**config.mk**
```make
export PLATFORM = sky130hd
export DESIGN_NAME = alu_issue_ctrl
export DESIGN_NICKNAME = d
export VERILOG_FILES = /design/src/rtl/alu_issue_ctrl.sv
export SDC_FILE = /design/constraint.sdc
export NUM_CORES = 1
export LEC_CHECK = 0
export BUFFER_PORTS_ARGS = -buffer_cell sky130_fd_sc_hd__buf_2
export CORE_AREA = 2 2 94 96
export DETAILED_ROUTE_END_ITERATION = 10
export DIE_AREA = 0 0 96 98
export GPL_ROUTABILITY_DRIVEN = 0
export PLACE_DENSITY_LB_ADDON = 0.1
export SLEW_MARGIN = 20
export SYNTH_ARGS = -nofsm -noshare
export SYNTH_HDL_FRONTEND = slang
export SYNTH_SLANG_ARGS = --single-unit
```
**constraint.sdc**
```tcl
create_clock -name clk -period 4.1 [get_ports clk]
set_input_delay 0.615 -clock clk [delete_from_list [all_inputs] [get_ports clk]]
set_output_delay 0.615 -clock clk [all_outputs]
set_load 0.005 [all_outputs]
```
**src/rtl/alu_issue_ctrl.sv**
```systemverilog
// Issue/write-back stage around the 8-bit combinational ALU: accepts one instruction,
// reads operands from a small register file, writes back the result and presents it downstream.
`default_nettype none

module alu_issue_ctrl #(
  parameter int RA_W  = 2,
  parameter int CNT_W = 16
) (
  input  logic             clk,
  input  logic             rst,
  input  logic             in_valid,
  output logic             in_ready,
  input  logic [3:0]       in_opc,
  input  logic [RA_W-1:0]  in_dst,
  input  logic [RA_W-1:0]  in_sa,
  input  logic [RA_W-1:0]  in_sb,
  input  logic [7:0]       in_imm,
  output logic [2:0]       alu_oper,
  output logic [7:0]       alu_a,
  output logic [7:0]       alu_b,
  input  logic [7:0]       alu_out,
  input  logic             alu_cy,
  output logic             res_valid,
  input  logic             res_ready,
  output logic [7:0]       res_data,
  output logic [RA_W-1:0]  res_dst,
  output logic             flag_cy,
  output logic             flag_z,
  output logic [CNT_W-1:0] instr_cnt
);

  localparam int N_REGS = 2 ** RA_W;

  // state | meaning
  // IDLE  | ready for a new instruction
  // EXEC  | ALU driven from latched operands; result written back at end of cycle
  // RESP  | result presented downstream until res_ready
  typedef enum logic [1:0] {IDLE, EXEC, RESP} state_t;

  state_t          state;
  logic [7:0]      regs [N_REGS];
  logic            is_load;
  logic [7:0]      imm_q;
  logic [RA_W-1:0] dst_q;
  logic [7:0]      result;
  logic            carry;

  // LOAD ignores the ALU entirely and never produces a carry
  assign result = is_load ? imm_q : alu_out;
  assign carry  = is_load ? 1'b0  : alu_cy;

  always_ff @(posedge clk or posedge rst) begin
    if (rst) begin
      state     <= IDLE;
      for (int i = 0; i < N_REGS; i++) regs[i] <= '0;
      is_load   <= 1'b0;
      imm_q     <= '0;
      dst_q     <= '0;
      in_ready  <= 1'b1;
      res_valid <= 1'b0;
      res_data  <= '0;
      res_dst   <= '0;
      flag_cy   <= 1'b0;
      flag_z    <= 1'b0;
      instr_cnt <= '0;
      alu_oper  <= '0;
      alu_a     <= '0;
      alu_b     <= '0;
    end else begin
      case (state)
        IDLE: begin
          if (in_valid) begin
            is_load  <= in_opc[3];
            imm_q    <= in_imm;
            dst_q    <= in_dst;
            in_ready <= 1'b0;
            // operand registers double as the ALU drive during EXEC
            if (!in_opc[3]) begin
              alu_oper <= in_opc[2:0];
              alu_a    <= regs[in_sa];
              alu_b    <= regs[in_sb];
            end
            state <= EXEC;
          end
        end
        EXEC: begin
          regs[dst_q] <= result;
          res_data    <= result;
          res_dst     <= dst_q;
          flag_cy     <= carry;
          flag_z      <= (result == 8'h00);
          res_valid   <= 1'b1;
          instr_cnt   <= instr_cnt + CNT_W'(1);
          alu_oper    <= '0;
          alu_a       <= '0;
          alu_b       <= '0;
          state       <= RESP;
        end
        RESP: begin
          if (res_ready) begin
            res_valid <= 1'b0;
            in_ready  <= 1'b1;
            state     <= IDLE;
          end
        end
        default: begin
          in_ready  <= 1'b1;
          res_valid <= 1'b0;
          state     <= IDLE;
        end
      endcase
    end
  end

endmodule

`default_nettype wire

```
==> results.json <==
{
  "grt_max_degree": 51,
  "power.internal_mw": 2.06,
  "worstSetupPathType": "register to register",
  "yosys_warnings": 0,
  "critPathSlowestCell": "nor3_2",
  "stdcell_count": 517,
  "synth_async_sr_flop_share_pct": 100,
  "slowest_delay_ns": 0.83,
  "diodes": 0,
  "coreArea_mm2": 0.00847,
  "synth.net_count": 361,
  "synth_top_area_share_pct": 57.4,
  "fin_util_pct": 55.2,
  "synthMostInstantiatedCell": "dfrtp_1",
  "end_kind": "register",
  "clk_pin_slew_ns": 0.09,
  "hold_class": "input pin to asynchronous set/reset pin",
  "fillCellCount": 762,
  "clock_sinks": 94,
  "tightest_slew_ns": 1.02,
  "die_h_um": 98,
  "grt_pass1_wl_mm": 13.8,
  "synth_top_area_cell": "dfrtp_1",
  "io_pins": 80,
  "path_cells": "nand2b_4 > nor3_2 > a21oi_1",
  "switching_share_pct": 35.1,
  "yosys.cell_types.count": 39,
  "critPathLaunchType": "register",
  "total_power_mw": 3.18,
  "cts_buffer_depth": 2,
  "power_density_mw_per_mm2": 680,
  "setup_tns_ns": 0,
  "seq_area_frac_synth_pct": 58.1,
  "drc_errors": 0,
  "viasPerCell": 5.36,
  "cts_tree": "yes",
  "timing.final.crit_share_pct": 50.7,
  "grt_use_total_pct": 19.4,
  "grt_overflow": 0,
  "p_leak_nw": 2.20,
  "required_ns": 4.29,
  "vias": 2772,
  "synth_cells": 329,
  "clock-root-buffer": "clkbuf_8",
  "drv_cap": 0,
  "p_clk_share_pct": 16.9,
  "design.die.area_mm2": 0.00941,
  "peakVddDrop_uv": 308,
  "ys_top_cells_by_area": "dfrtp_1 (57%), mux4_2 (8.9%), nand2_1 (3.6%)",
  "cts_buffers": 9,
  "place_inst": 501,
  "netlist_top_cells_count": "dfrtp_1 (93), nand2_1 (39), nor2_1 (31)",
  "cts_setup_buffers": 0,
  "skew_ns": 0.0130,
  "hold_viol_final": 0,
  "dr.pass1.iters": 4,
  "max_freq_mhz": 481,
  "clk-insertion-delay-late_ns": 0.36,
  "switching_power_mw": 1.12,
  "synth-seq-cells": 94,
  "ctsHoldBuffers": 0,
  "nets": 436,
  "ant_nets": 0,
  "routed_wirelength_mm": 8.44,
  "dpl.hpwl_mm": 5.84,
  "initial_utilization_pct": 47.9,
  "rsz0062_at_grt": "false",
  "arrival_ns": 2.27,
  "slew_violations": 0,
  "syn_area_per_cell_um2": 12.3,
  "whs_ns": 0.137,
  "cts.htree.levels": 3,
  "drive_above_1_share_pct": 32.0,
  "rows": 34,
  "drt_iter0_markers": 108,
  "fin_crit_ns": 2.08,
  "synth_edf_count": 0,
  "p_comb_share_pct": 32.9,
  "cts_resized": 0,
  "synthFlopType": "dfrtp_1",
  "wire_per_inst_um": 16.3,
  "p_seq_share_pct": 50.1,
  "area_delta_synth_final_pct": 15.4,
  "grt_antenna_before_repair": 0,
  "cp_max_fo": 30,
  "port_buffers": 79,
  "syn-cell-area_mm2": 0.00405,
  "relSlewSlack_pct": 31.5,
  "fp.dieW_um": 96,
  "finalSetupViolCount": 0,
  "grt_pass1_vias": 2664,
  "outcome": "finished clean"
}
cells by family (layout without fill, tap and decap cells):
| kind of cell | after synthesis | after routing | share of synthesized area, % |
|---|---|---|---|
| AOI/OAI and AO/OA | 65 | 65 | 9.88 |
| xor gates and xnor gates | 15 | 15 | 3.24 |
| adders and majority gates | 1 | 1 | 0.309 |
| buffers and inverters | 20 | 100 | 2.78 |
| DFF | 94 | 94 | 58.1 |
| muxes | 34 | 34 | 13.6 |
| and+or+nand+nor | 100 | 100 | 12.1 |
per-layer routing:
layer | GRT usage [%] | up-vias | wire length, µm
met3 | 4.40 | 9 | 476
met2 | 27.3 | 77 | 3840
met1 | 29.7 | 1364 | 4020
li1 | - | 1322 | -
met4 | 6.92 | 0 | 107
met5 | 0 | - | 0
placed cells by master, fill, tap and decap left out, drive strengths merged, types with 11 or more instances in the layout:
| master | instances |
|---|---|
| nor2 | 32 |
| o21ai | 21 |
| clkbuf | 14 |
| nand2 | 39 |
| a21oi | 26 |
| dfrtp | 93 |
| buf | 82 |
| xnor2 | 11 |
| mux4 | 16 |
| a22o | 16 |
final timing paths:
kind | from | endpoint | slack [ns] | cells past startpoint
setup reg to reg | state[0]$_DFFE_PP0P_ | regs[25]$_DFFE_PP0P_ | 2.02 | 3
min in group clk | instr_cnt[15]$_DFFE_PP0P_ | instr_cnt[15]$_DFFE_PP0P_ | 0.47 | 1
max in group asynchronous | rst | res_data[4]$_DFFE_PP0P_ | 3.10 | 3
setup / recovery | state[0]$_DFFE_PP0P_ | regs[25]$_DFFE_PP0P_ | 2.02 | 3
hold reg to reg | instr_cnt[15]$_DFFE_PP0P_ | instr_cnt[15]$_DFFE_PP0P_ | 0.47 | 1
hold / removal | rst | alu_oper[0]$_DFFE_PP0P_ | 0.14 | 2
sequential cells by signal, indices dropped and copies added (netlist names):
name,cells
regs,32
instr_cnt,16
alu_a,8
alu_b,8
imm_q,8
res_data,8
alu_oper,3
dst_q,2
res_dst,2
state,2
flag_cy,1
flag_z,1
in_ready,1
is_load,1
res_valid,1
stage by stage:
step / instance area (µm²) / worst slack (ns)
3_3_place_gp: 4510 / 1.97
4_1_cts: 4670 / 2.05
5_1_grt: 4680 / 1.82
6_report: 4680 / 2.02
3_5_place_dp: 4510 / 1.98
2_1_floorplan: 4050 / 1.04
power by group through the flow:
| stage | combinational (mW) | clock [mW] | sequential, mW |
|---|---|---|---|
| 2_1_floorplan | 0.781 | 0 | 1.52 |
| 3_3_place_gp | 1.03 | 0 | 1.59 |
| 3_5_place_dp | 1.06 | 0 | 1.61 |
| 4_1_cts | 1.06 | 0.554 | 1.59 |
| 5_1_grt | 1.18 | 0.597 | 1.65 |
| 6_report | 1.05 | 0.538 | 1.59 |
cell type report:
cell class | count | area (µm²) | share of cell area [%]
Clock inverter | 2 | 10.0 | 0.214
Tap cell | 108 | 135 | 2.89
Sequential cell | 94 | 2350 | 50.3
Inverter | 2 | 8.76 | 0.187
Clock buffer | 14 | 153 | 3.26
Multi-Input combinational cell | 215 | 1600 | 34.2
Timing Repair Buffer | 82 | 418 | 8.94
worst max-delay path, delay by kind of cell (launching register included):
| kind | cells | cell delay, ns |
|---|---|---|
| flip-flops | 1 | 0.62 |
| AND/OR/NAND/NOR | 2 | 1.14 |
| AO/OA/AOI/OAI | 1 | 0.17 |
(Power assumes the default switching activity.)
